### config.mk
export PLATFORM = sky130hd
export DESIGN_NAME = if_prefetch
export DESIGN_NICKNAME = d
export VERILOG_FILES = /design/src/rtl/if_prefetch_pkg.sv /design/src/rtl/if_fifo.sv /design/src/rtl/if_prefetch.sv
export SDC_FILE = /design/constraint.sdc
export NUM_CORES = 1
export LEC_CHECK = 0
export CORE_AREA = 4 4 198 200
export CTS_CLUSTER_DIAMETER = 150
export DETAILED_ROUTE_END_ITERATION = 10
export DIE_AREA = 0 0 202 204
export DONT_BUFFER_PORTS = 1
export MAX_ROUTING_LAYER = met4
export REMOVE_ABC_BUFFERS = 1
export SETUP_SLACK_MARGIN = 0.2
export SYNTH_ARGS = -nofsm -noshare
export SYNTH_HDL_FRONTEND = slang
export SYNTH_SLANG_ARGS = --single-unit
### constraint.sdc
create_clock -name clk -period 6.1 [get_ports clk]
set_input_delay 1.22 -clock clk [delete_from_list [all_inputs] [get_ports clk]]
set_output_delay 1.22 -clock clk [all_outputs]
set_load 0.005 [all_outputs]
### src/rtl/if_prefetch_pkg.sv
// if_prefetch_pkg: default widths and counter sizing shared by the fetch unit
package if_prefetch_pkg;
  localparam int DEF_XLEN = 32;
  localparam int DEF_PC_WIDTH = 32;
  function automatic int cnt_w(input int depth);
    return $clog2(depth + 1);
  endfunction
endpackage

### src/rtl/if_fifo.sv
// if_fifo: synchronous FIFO with flush, count, empty and full
module if_fifo
  import if_prefetch_pkg::*;
#(
  parameter int WIDTH = 64,
  parameter int DEPTH = 4
) (
  input  logic                       clk,
  input  logic                       rst_n,
  input  logic                       flush,
  input  logic                       push,
  input  logic                       pop,
  input  logic [WIDTH-1:0]           din,
  output logic [WIDTH-1:0]           dout,
  output logic [cnt_w(DEPTH)-1:0]    count,
  output logic                       empty,
  output logic                       full
);
  localparam int AW = $clog2(DEPTH);
  localparam int CW = cnt_w(DEPTH);
  logic [WIDTH-1:0] mem [DEPTH];
  logic [AW-1:0] rd, wr;
  logic do_push, do_pop;
  assign empty = count == '0;
  assign full = count == CW'(DEPTH);
  assign do_push = push && !full && !flush;
  assign do_pop = pop && !empty && !flush;
  assign dout = mem[rd];
  always_ff @(posedge clk or negedge rst_n)
    if (!rst_n) begin
      rd <= '0;
      wr <= '0;
      count <= '0;
      for (int i = 0; i < DEPTH; i++) mem[i] <= '0;
    end else if (flush) begin
      rd <= '0;
      wr <= '0;
      count <= '0;
    end else begin
      if (do_push) mem[wr] <= din;
      wr <= wr + AW'(do_push);
      rd <= rd + AW'(do_pop);
      count <= count + CW'(do_push) - CW'(do_pop);
    end
endmodule

### src/rtl/if_prefetch.sv
// if_prefetch: decoupled instruction fetcher with credit-limited prefetch FIFO and redirect flush
module if_prefetch
  import if_prefetch_pkg::*;
#(
  parameter int XLEN = DEF_XLEN,
  parameter int PC_WIDTH = DEF_PC_WIDTH,
  parameter int DEPTH = 4,
  parameter logic [PC_WIDTH-1:0] RESET_PC = '0
) (
  input  logic                clk,
  input  logic                rst_n,
  input  logic                pcsrc,
  input  logic [PC_WIDTH-1:0] pctarget,
  output logic                imem_req,
  output logic [PC_WIDTH-1:0] imem_addr,
  input  logic                imem_gnt,
  input  logic                imem_rvalid,
  input  logic [XLEN-1:0]     imem_rdata,
  output logic                inst_valid,
  input  logic                inst_ready,
  output logic [XLEN-1:0]     instruction,
  output logic [PC_WIDTH-1:0] pc,
  output logic [PC_WIDTH-1:0] pcplus4
);
  localparam int CW = cnt_w(DEPTH);
  logic [PC_WIDTH-1:0] fetch_pc, resp_pc, tgt;
  logic [CW-1:0] outst, discard, count;
  logic [CW:0] credits;
  logic empty, full, pop, push, rsp, issue;
  logic [PC_WIDTH+XLEN-1:0] head;
  assign tgt = pctarget & ~PC_WIDTH'(3);
  assign pop = inst_valid && inst_ready;
  assign credits = (CW+1)'(count) + (CW+1)'(outst) - (CW+1)'(pop);
  assign imem_req = rst_n && !pcsrc && credits < (CW+1)'(DEPTH);
  assign imem_addr = fetch_pc;
  assign issue = imem_req && imem_gnt;
  // outstanding includes in-flight words already marked for discard
  assign rsp = imem_rvalid && outst != '0;
  assign push = rsp && discard == '0 && !pcsrc && !full;
  assign inst_valid = !empty && !pcsrc;
  assign {pc, instruction} = head;
  assign pcplus4 = pc + PC_WIDTH'(4);
  always_ff @(posedge clk or negedge rst_n)
    if (!rst_n) begin
      fetch_pc <= RESET_PC;
      resp_pc <= RESET_PC;
      outst <= '0;
      discard <= '0;
    end else begin
      outst <= outst + CW'(issue) - CW'(rsp);
      if (pcsrc) begin
        fetch_pc <= tgt;
        resp_pc <= tgt;
        discard <= outst - CW'(rsp);
      end else begin
        if (issue) fetch_pc <= fetch_pc + PC_WIDTH'(4);
        if (rsp && discard != '0) discard <= discard - CW'(1);
        if (push) resp_pc <= resp_pc + PC_WIDTH'(4);
      end
    end
  if_fifo #(.WIDTH(PC_WIDTH + XLEN), .DEPTH(DEPTH)) u_fifo (
    .clk(clk),
    .rst_n(rst_n),
    .flush(pcsrc),
    .push(push),
    .pop(pop),
    .din({resp_pc, imem_rdata}),
    .dout(head),
    .count(count),
    .empty(empty),
    .full(full)
  );
endmodule

==> results of run 1 <==
[logic make-up (layout without fill, tap and decap cells)]
logic type	after synthesis	in the layout	share of synthesized area
xor+xnor	61	61	0.0344
buf+inv	113	112	0.0342
flops	321	321	0.518
compound gates	118	118	0.0497
mux	310	310	0.271
simple gates	234	234	0.0753
fa+ha+maj	20	20	0.0171
other cells	1	7	0.000242
[state kept, by name, summed over array words and instances (netlist names)]
register / cells
discard: 3
imem_addr: 30
outst: 3
resp_pc: 30
u_fifo.count: 3
u_fifo.mem: 248
u_fifo.rd: 2
u_fifo.wr: 2
[per-layer routing]
metal | track usage | routed length, um | vias to the layer above
met5 | - | 0 | -
met4 | 0.0430 | 635 | 0
met3 | 0.0490 | 2180 | 46
met2 | 0.299 | 18400 | 221
met1 | 0.240 | 16200 | 4972
li1 | - | - | 4245
[power by group through the flow]
stage / combinational [W] / clock (W) / sequential, W
after global placement: 0.00139 / 0 / 0.00274
after floorplan: 0.00110 / 0 / 0.00268
after global routing: 0.00154 / 0.00248 / 0.00277
after detailed placement: 0.00142 / 0 / 0.00275
after CTS: 0.00143 / 0.00240 / 0.00272
final: 0.00139 / 0.00232 / 0.00272
[cells in the final DEF (no fill, tap or decap), types with 9 or more instances in the layout]
cell type / Yosys / final
mux2_2: 245 / 245
and3_1: 13 / 13
clkbuf_8: 0 / 12
nand3_1: 41 / 40
dfrtp_1: 321 / 319
nand2_1: 85 / 84
o21ai_0: 48 / 48
clkbuf_16: 0 / 39
xor2_1: 32 / 32
o311ai_0: 16 / 16
xnor2_1: 29 / 29
mux4_2: 55 / 55
nor3_1: 9 / 9
o211ai_1: 12 / 12
nand4_1: 19 / 19
ha_1: 18 / 18
buf_4: 8 / 9
inv_1: 32 / 32
a21oi_1: 13 / 13
nor2_1: 32 / 31
[worst paths after layout]
kind	start	endpoint	slack, ns	cells past startpoint
max	u_fifo.rd[0]$_DFF_PN0_	pcplus4[30]	0.77	7
min	rst_n	u_fifo.mem[139]$_DFFE_PN0P_	0.40	0
max reg2reg	u_fifo.count[1]$_DFF_PN0_	outst[2]$_DFF_PN0_	2.02	17
min reg2reg	u_fifo.mem[61]$_DFFE_PN0P_	u_fifo.mem[61]$_DFFE_PN0P_	0.48	2
max in group asynchronous	rst_n	u_fifo.rd[0]$_DFF_PN0_	5.23	0
min in group clk	u_fifo.mem[61]$_DFFE_PN0P_	u_fifo.mem[61]$_DFFE_PN0P_	0.48	2
[through the flow]
stage | power [W] | setup slack, ns | utilization | std cells
floorplan | 0.00378 | 0.516 | - | 1104
detailed placement | 0.00417 | 1.27 | 0.425 | 1625
global placement | 0.00413 | 1.34 | 0.425 | 1625
CTS | 0.00654 | 0.749 | 0.460 | 1693
global route | 0.00679 | 0.430 | 0.460 | 1694
finish | 0.00644 | 0.773 | 0.460 | 1694
[area by class of cell]
type / instances / area (um^2)
fill: 3363 / 20200
clock buffer: 58 / 1170
multi-input combinational: 749 / 7010
clock inverter: 10 / 131
tap: 511 / 639
antenna: 1 / 2.50
timing repair buffer: 10 / 87.6
sequential: 321 / 8040
inverter: 34 / 128
==> results.py, run 1 <==
metrics = {
    "setup_path": {
        "crit_fanout": 23,
        "critPathLaunchType": "register",
        "cp.arrival_ns": 4.11,
        "cp_cell_sequence": "buf_4, mux4_1, nand3_1, nor3_1, nand4_1, nor2_1, xor2_1",
        "crit_buf_inv": 1,
        "worst-endpoint-required_ns": 4.88,
        "critical-path-max-stage-delay_ns": 0.71,
        "crit_family": "simple AND/OR/NAND/NOR gates",
        "cp_slowest_cell": "nor3_1",
        "end_kind": "primary output",
        "crit_type": "reg2out",
    },
    "routing": {
        "dr.pass1.iters": 5,
        "routed_wl_um": 37400,
        "initialDrtViolationCount": 423,
        "wl_per_cell_um": 22.1,
        "via_per_inst": 5.60,
        "ant_nets": 0,
        "drc": 0,
        "vias": 9484,
    },
    "clock_tree": {
        "clk_path_buf_depth": 3,
        "clock_latency_ns": 0.54,
        "cts_setup_buffers": 0,
        "cts_root_buffer": "clkbuf_16",
        "cts_resized": 0,
        "cts.clk_slew.worst_paths_ns": 0.06,
        "cts-buffers-inserted": 37,
        "htreeDepth": 2,
        "cts_sinks": 321,
        "cts_tree": "done",
        "holdBufCountCts": 0,
    },
    "synth": {
        "synth_area_um2": 15500,
        "yosysMostFrequentCell": "dfrtp_1",
        "synth_area_leaders": "dfrtp_1 (52%), mux2_2 (18%), mux4_2 (8.0%), nand2_1 (2.1%), xor2_1 (1.8%)",
        "synth_flop_cell": "dfrtp_1",
        "ys_warn_count": 0,
        "synth_top_cell_area_share": 0.518,
        "ys_seq_area_frac": 0.518,
        "yosysUniqueCellTypes": 56,
        "async_reset_ff_frac": 1.00,
        "synth_enable_flop_cells": 0,
        "ys_ff_latch": 321,
        "yosysTopAreaCell": "dfrtp_1",
        "synthCells": 1178,
        "synth_common_cells": "dfrtp_1 (321), mux2_2 (245), nand2_1 (85)",
        "syn_area_per_cell_um2": 13.2,
    },
    "die": {
        "placeableCoreArea_um2": 37400,
        "die_h_um": 204,
        "num_io_pins": 200,
        "die_w_um": 202,
        "die_area_um2": 41200,
        "initial_core_util": 0.415,
        "num_rows": 71,
    },
    "placement": {
        "portBuffers": 0,
        "dpl_cell_area_um2": 15900,
        "hpwl_um": 24300,
        "gp_congestion": 0.785,
    },
    "timing": {
        "maxSlewViolCount": 0,
        "hold_viol_final": 0,
        "timing.final.crit_share": 0.873,
        "finalSetupTns_ns": 0,
        "slew_headroom": 0.248,
        "worst_pin_slew_ns": 1.13,
        "fmax_mhz": 188,
        "fin_skew_ns": 0.0258,
        "setup_viol": 0,
        "rsz0062_at_grt": "no",
        "layout_min_cycle_time_ns": 5.33,
        "timing.hold.ws_ns": 0.398,
    },
    "run_status": {
        "status": "finished, final reports clean",
    },
    "pwr": {
        "switchingPower_w": 0.00185,
        "p_leak_nw": 7.73,
        "p_seq_frac": 0.422,
        "irDropWorstVdd_v": 0.000216,
        "pwr-share-clk": 0.361,
        "swShare": 0.287,
        "powerDensity_nw_per_um2": 374,
        "pwr-share-comb": 0.217,
        "p_int_w": 0.00459,
    },
    "layout": {
        "fin_nets": 1243,
        "stdcell_area_um2": 17200,
        "syn2layout_area_growth_pct": 10.8,
        "drive_above_1_share": 0.329,
    },
    "min_path": {
        "hp-class": "in2async",
    },
    "global_routing": {
        "grt_pass1_wl_um": 58900,
        "antenna_found_initial": 1,
        "grt_pass1_vias": 9815,
        "globalRouteOverflowTotal": 0,
        "grtUsageTotal": 0.186,
        "grt_max_degree": 323,
    },
    "job": {
        "cap_violations": 0,
    },
}
Power figures use the tool's default switching activity.
==> run 2, diff against run 1 <==
--- a/config.mk
+++ b/config.mk
@@ -10,7 +10,7 @@
 export DETAILED_ROUTE_END_ITERATION = 10
 export DIE_AREA = 0 0 202 204
 export DONT_BUFFER_PORTS = 1
-export MAX_ROUTING_LAYER = met4
+export GPL_TIMING_DRIVEN = 0
 export REMOVE_ABC_BUFFERS = 1
 export SETUP_SLACK_MARGIN = 0.2
 export SYNTH_ARGS = -nofsm -noshare
==> constraint.sdc (replaced) <==
create_clock -name clk -period 6.1 [get_ports clk]
set_input_delay 1.22 -clock clk [delete_from_list [all_inputs] [get_ports clk]]
set_output_delay 1.22 -clock clk [all_outputs]
set_load 0.1 [all_outputs]
==> run 2 against run 1 <==
Effect of this change: non-clock buffer count increased by 13; sequential cell count unchanged; setup slack lost 0.41 ns; combinational power grew to 2.9 times the previous value; fmax shrank 7.1%; wire length is 2.1% higher; count of clock-buffer cells in the layout fell by 2; clock power increased by 3%; core utilization is 1.9 points higher; final area increased by 4.1%; sequential share of layout area down 1.8 points; critical path type unchanged; largest cell class unchanged.
==> results.py, run 2 (synthesized netlist as in run 1, its figures left out) <==
metrics = {
    "routing": {
        "routed_wl_um": 38200,
        "wl_per_cell_um": 22.4,
        "via_per_inst": 5.65,
        "vias": 9651,
        "ant_nets": 0,
        "dr.pass1.iters": 5,
        "drc": 0,
        "initialDrtViolationCount": 541,
    },
    "layout": {
        "drive_above_1_share": 0.373,
        "regArea_um2": 8040,
        "regMostFlops": "u_fifo.mem",
        "syn2layout_area_growth_pct": 15.4,
        "fillers": 3251,
        "mostFrequentLayoutCells": "dfrtp_1 (319), mux2_2 (245), nand2_1 (84)",
        "largest_reg_flops": 248,
        "multi_input_area_um2": 7380,
        "fin_nets": 1257,
        "mostFrequentLayoutCell": "dfrtp_1",
        "num_antenna_cells": 0,
    },
    "die": {
        "die_w_um": 202,
        "die_h_um": 204,
        "placeableCoreArea_um2": 37400,
        "num_rows": 71,
        "die_area_um2": 41200,
        "num_io_pins": 200,
        "initial_core_util": 0.415,
    },
    "pwr": {
        "totalPowerFinal_w": 0.00930,
        "powerDensity_nw_per_um2": 520,
        "irDropWorstVdd_v": 0.000651,
        "p_leak_nw": 8.02,
    },
    "timing": {
        "slew_headroom": 0.0812,
        "fin_skew_ns": 0.0272,
        "hold_viol_final": 0,
        "setup_viol": 0,
        "layout_min_cycle_time_ns": 5.73,
        "timing.final.crit_share": 0.940,
        "finalSetupTns_ns": 0,
        "maxSlewViolCount": 0,
        "fmax_mhz": 174,
        "rsz0062_at_grt": "yes",
        "worst_pin_slew_ns": 1.37,
        "timing.final.ws_setup_ns": 0.367,
    },
    "setup_path": {
        "cp_cell_sequence": "buf_16, mux4_2, ha_1, nand2_1, nor3_4, nand4_1, xnor2_2",
        "worst-endpoint-required_ns": 4.88,
        "crit_type": "reg2out",
        "cp_slowest_cell": "xnor2_2",
        "cp.arrival_ns": 4.51,
        "critical-path-max-stage-delay_ns": 1.03,
        "end_kind": "primary output",
        "crit_fanout": 47,
        "crit_family": "XOR/XNOR gates",
        "critPathLaunchType": "register",
        "crit_buf_inv": 1,
    },
    "clock_tree": {
        "clk_path_buf_depth": 3,
        "clock_latency_ns": 0.53,
        "cts.clk_slew.worst_paths_ns": 0.06,
        "htreeDepth": 2,
        "cts-buffers-inserted": 38,
        "cts_tree": "done",
        "cts_root_buffer": "clkbuf_16",
        "cts_sinks": 321,
    },
    "job": {
        "cap_violations": 0,
    },
    "placement": {
        "gp_congestion": 0.764,
        "hpwl_um": 25200,
        "post-place-ws_ns": -0.429,
        "portBuffers": 0,
    },
    "global_routing": {
        "grt_pass1_vias": 10100,
        "grt_max_degree": 323,
        "grt_pass1_wl_um": 60800,
        "antenna_found_initial": 0,
        "globalRouteOverflowTotal": 0,
        "grtUsageTotal": 0.186,
    },
    "min_path": {
        "hp-class": "in2async",
    },
    "run_status": {
        "status": "finished, final reports clean",
    },
}
[run 2: worst paths after layout]
path	cells past startpoint	endpoint	slack [ns]	from
max reg2reg	21	outst[2]$_DFF_PN0_	1.70	u_fifo.count[1]$_DFF_PN0_
min	0	u_fifo.mem[75]$_DFFE_PN0P_	0.41	rst_n
max in group asynchronous	0	u_fifo.rd[1]$_DFF_PN0_	4.94	rst_n
min reg2reg	2	u_fifo.mem[189]$_DFFE_PN0P_	0.48	u_fifo.mem[189]$_DFFE_PN0P_
max	7	pcplus4[26]	0.37	u_fifo.rd[1]$_DFF_PN0_
min in group clk	2	u_fifo.mem[189]$_DFFE_PN0P_	0.48	u_fifo.mem[189]$_DFFE_PN0P_
[run 2: repair_timing]
action | in CTS | in global routing
pin swaps | 1 | 1
resized for setup | 22 | 4
hold buffers | 0 | 0
buffers inserted | 2 | 6
endpoints found under the setup margin | 24 | 9
[run 2: worst reg2reg max path, cell delays in order, from the launching register on]
cell     delay [ns]
dfrtp_1        0.39
nor2_1         0.08
a21oi_2        0.24
buf_16         0.21
buf_1          0.10
and2_1         0.13
ha_1           0.14
inv_1          0.04
ha_1           0.25
and3b_1        0.17
or4_1          0.62
a21oi_2        0.28
buf_16         0.20
buf_1          0.14
nand2_1        0.12
ha_1           0.29
inv_1          0.06
ha_1           0.13
inv_1          0.05
fa_1           0.38
xnor2_1        0.15
xnor2_1        0.12
[run 2: per-layer routing]
layer,up-vias,track usage,routed length [um]
met3,57,0.0314,1680
met5,-,0,0
li1,4258,-,-
met4,0,0.0564,970
met1,5111,0.251,16400
met2,225,0.311,19100
[run 2: through the flow]
| step | util | std cells | hold WS [ns] | area [um^2] |
|---|---|---|---|---|
| 2_1_floorplan | - | 1104 | 0.445 | 15100 |
| 3_3_place_gp | 0.422 | 1615 | 0.461 | 15800 |
| 3_5_place_dp | 0.437 | 1630 | 0.469 | 16400 |
| 4_1_cts | 0.477 | 1701 | 0.365 | 17800 |
| 5_1_grt | 0.479 | 1707 | 0.373 | 17900 |
| 6_report | 0.479 | 1707 | 0.414 | 17900 |
[run 2: cell type report]
| cell class | count | area share |
|---|---|---|
| Timing Repair Buffer | 23 | 0.0222 |
| Tap cell | 511 | 0.0357 |
| Clock inverter | 13 | 0.00992 |
| Clock buffer | 56 | 0.0642 |
| Sequential cell | 321 | 0.449 |
| Inverter | 34 | 0.00713 |
| Multi-Input combinational cell | 749 | 0.412 |
[run 2: where the power goes]
group	total [W]	internal, W	switching [W]
sequential	0.00285	0.00245	0.000397
clock	0.00238	0.00148	0.000899
combinational	0.00408	0.000844	0.00323
total	0.00930	0.00477	0.00453
==> run 3, diff against run 2 <==
--- a/config.mk
+++ b/config.mk
@@ -5,10 +5,11 @@
 export SDC_FILE = /design/constraint.sdc
 export NUM_CORES = 1
 export LEC_CHECK = 0
-export CORE_AREA = 4 4 198 200
+export ABC_AREA = 1
+export CORE_AREA = 4 4 209 211
 export CTS_CLUSTER_DIAMETER = 150
 export DETAILED_ROUTE_END_ITERATION = 10
-export DIE_AREA = 0 0 202 204
+export DIE_AREA = 0 0 213 215
 export DONT_BUFFER_PORTS = 1
 export GPL_TIMING_DRIVEN = 0
 export REMOVE_ABC_BUFFERS = 1
==> run 3 against run 2 <==
Effect of this change: power grew 15%; sequential power is 16% higher; clock power down 2%; first-iteration DRC count rose to 2.5 times the previous value; combinational power rose by 25%; cell count increased by 66%; clock skew is essentially flat; largest cell class is now multi-input gates; largest power group unchanged; highest routed layer unchanged.
==> results.py, run 3 <==
metrics = {
    "global_routing": {
        "grt_pass1_wl_um": 78700,
        "grt_max_degree": 323,
        "grtUsageTotal": 0.212,
        "antenna_found_initial": 0,
        "globalRouteOverflowTotal": 0,
        "grt_pass1_vias": 14400,
    },
    "die": {
        "num_io_pins": 200,
        "die_w_um": 213,
        "initial_core_util": 0.417,
        "die_h_um": 215,
        "num_rows": 75,
        "die_area_um2": 45800,
        "placeableCoreArea_um2": 41800,
    },
    "timing": {
        "layout_min_cycle_time_ns": 5.69,
        "maxSlewViolCount": 0,
        "worst_pin_slew_ns": 1.32,
        "timing.final.crit_share": 0.933,
        "fmax_mhz": 176,
        "timing.final.ws_setup_ns": 0.410,
        "fin_skew_ns": 0.0276,
        "slew_headroom": 0.114,
        "hold_viol_final": 0,
        "timing.hold.ws_ns": 0.376,
        "setup_viol": 0,
        "rsz0062_at_grt": "no",
    },
    "routing": {
        "wl_per_cell_um": 17.4,
        "dr.pass1.iters": 6,
        "vias": 15200,
        "initialDrtViolationCount": 1373,
        "ant_nets": 0,
        "routed_wl_um": 49400,
        "via_per_inst": 5.35,
        "drc": 0,
    },
    "synth": {
        "synthCells": 2345,
        "async_reset_ff_frac": 1.00,
        "synth_common_cells": "nand2_1 (824), dfrtp_1 (321), o21ai_0 (308)",
        "yosysTopAreaCell": "dfrtp_1",
        "ys_ff_latch": 321,
        "ys_warn_count": 0,
        "synth_area_leaders": "dfrtp_1 (46%), nand2_1 (18%), o21ai_0 (8.9%), nor2_1 (4.2%), nand3_1 (4.1%)",
        "synth_top_cell_area_share": 0.461,
        "yosysMostFrequentCell": "nand2_1",
        "synth_area_um2": 17400,
        "yosysUniqueCellTypes": 40,
        "synth_enable_flop_cells": 0,
        "syn_area_per_cell_um2": 7.42,
        "synth_flop_cell": "dfrtp_1",
        "ys_seq_area_frac": 0.461,
    },
    "layout": {
        "drive_above_1_share": 0.0725,
        "num_antenna_cells": 0,
        "fin_util": 0.464,
        "mostFrequentLayoutCell": "nand2_1",
        "stdcell_area_um2": 19400,
        "fillers": 4138,
        "regArea_um2": 8040,
        "regMostFlops": "u_fifo.mem",
        "largest_reg_flops": 248,
        "multi_input_area_um2": 8460,
        "syn2layout_area_growth_pct": 11.3,
        "mostFrequentLayoutCells": "nand2_1 (811), dfrtp_1 (319), o21ai_0 (308)",
        "fin_nets": 2366,
        "stdcell_count": 2842,
    },
    "clock_tree": {
        "htreeDepth": 2,
        "cts.clk_slew.worst_paths_ns": 0.05,
        "clock_latency_ns": 0.55,
        "clk_path_buf_depth": 3,
        "cts_root_buffer": "clkbuf_16",
        "cts_sinks": 321,
        "cts-buffers-inserted": 38,
        "cts_setup_buffers": 0,
        "cts_tree": "done",
    },
    "setup_path": {
        "crit_type": "reg2out",
        "cp_slowest_cell": "inv_1",
        "crit_fanout": 67,
        "critPathLaunch": "u_fifo.rd[1]$_DFF_PN0_",
        "end_kind": "primary output",
        "r2r-end": "outst[2]$_DFF_PN0_",
        "worstRegToRegCells": 20,
        "cp_cell_sequence": "buf_16, inv_4, buf_16, nor2_1, o21ai_0, nand2_4, inv_1, nor2_2, nand2_1, nand2_1, nand2_1",
        "critical-path-max-stage-delay_ns": 0.80,
        "worst-endpoint-required_ns": 4.88,
        "cp.arrival_ns": 4.47,
        "critPathLaunchType": "register",
        "reg2reg_slack_ns": 1.67,
        "cpMostUsedCell": "nand2_1",
        "reg2reg_from": "u_fifo.count[1]$_DFF_PN0_",
    },
    "pwr": {
        "p_leak_nw": 9.14,
        "powerDensity_nw_per_um2": 554,
        "irDropWorstVdd_v": 0.000249,
    },
    "min_path": {
        "hp-class": "in2async",
    },
    "placement": {
        "hpwl_um": 32400,
        "post-place-ws_ns": 0.0175,
        "dpl_cell_area_um2": 18000,
        "dp_cells": 2775,
        "gp_congestion": 0.927,
        "portBuffers": 0,
    },
    "run_status": {
        "status": "finished, final reports clean",
    },
    "job": {
        "cap_violations": 0,
    },
}
run 3: changes by cell type after synthesis, moves of 15 or more:
| cell | delta |
|---|---|
| o21ai_1 | +48 |
| mux4_2 | -55 |
| o22ai_1 | +35 |
| xnor2_1 | -20 |
| inv_1 | +127 |
| nand3_1 | +101 |
| nor2_1 | +161 |
| buf_6 | +26 |
| o311ai_0 | -16 |
| nand2_2 | +15 |
| mux2_2 | -245 |
| o21ai_0 | +260 |
| clkbuf_1 | +26 |
| nand2_1 | +739 |
run 3: area by class of cell:
| class | count | share of cell area |
|---|---|---|
| clock buffer | 55 | 0.0556 |
| clock inverter | 12 | 0.00988 |
| inverter | 163 | 0.0325 |
| multi-input combinational | 1739 | 0.437 |
| sequential | 321 | 0.415 |
| tap | 539 | 0.0348 |
| timing repair buffer | 13 | 0.0154 |
run 3: cell families (layout without fill, tap and decap cells):
group	after synthesis	after routing	synth area share
other cells	1	6	0.000215
simple gates	1228	1228	0.286
flops	321	321	0.461
buf+inv	290	243	0.0800
xor+xnor	47	47	0.0236
fa+ha+maj	20	20	0.0152
compound gates	438	438	0.134
run 3: how the worst max path moves through the flow:
stage / end / slack, ns
floorplan: pcplus4[11] / -1.54
global placement: pcplus4[11] / -4.36
detailed placement: pcplus4[11] / 0.02
CTS: pcplus4[31] / 0.20
global route: pcplus4[24] / 0.21
finish: pcplus4[27] / 0.41
run 3: what timing repair did:
action                                  in CTS  in global routing
hold buffers                                 0                  0
endpoints found under the setup margin      24                 13
pin swaps                                    0                  0
resized for setup                           13                 11
cloned                                       0                  0
run 3: report_power, final:
part	leakage, nW	internal, W	switching, W
sequential	4.28	0.00253	0.000766
combinational	4.23	0.000820	0.00427
clock	0.618	0.00144	0.000897
run 3: through the flow:
step / power, W / setup TNS (ns)
after floorplan: 0.00746 / -23.08
after global placement: 0.00811 / -214.19
after detailed placement: 0.00838 / 0
after CTS: 0.0108 / 0
after global routing: 0.0113 / 0
final: 0.0107 / 0
run 3: critical path, delay by kind of cell, from the launching register on:
kind / cells / cell delay [ns]
buf+inv: 4 / 1.67
simple gates: 6 / 1.49
flops: 1 / 0.59
compound gates: 1 / 0.15
run 3: routing by layer:
metal	global-route usage	share of wire	vias up
met5	0	0	-
met4	0.0490	0.017	0
met3	0.0510	0.071	59
met2	0.332	0.45	426
met1	0.299	0.46	7309
li1	-	-	7404
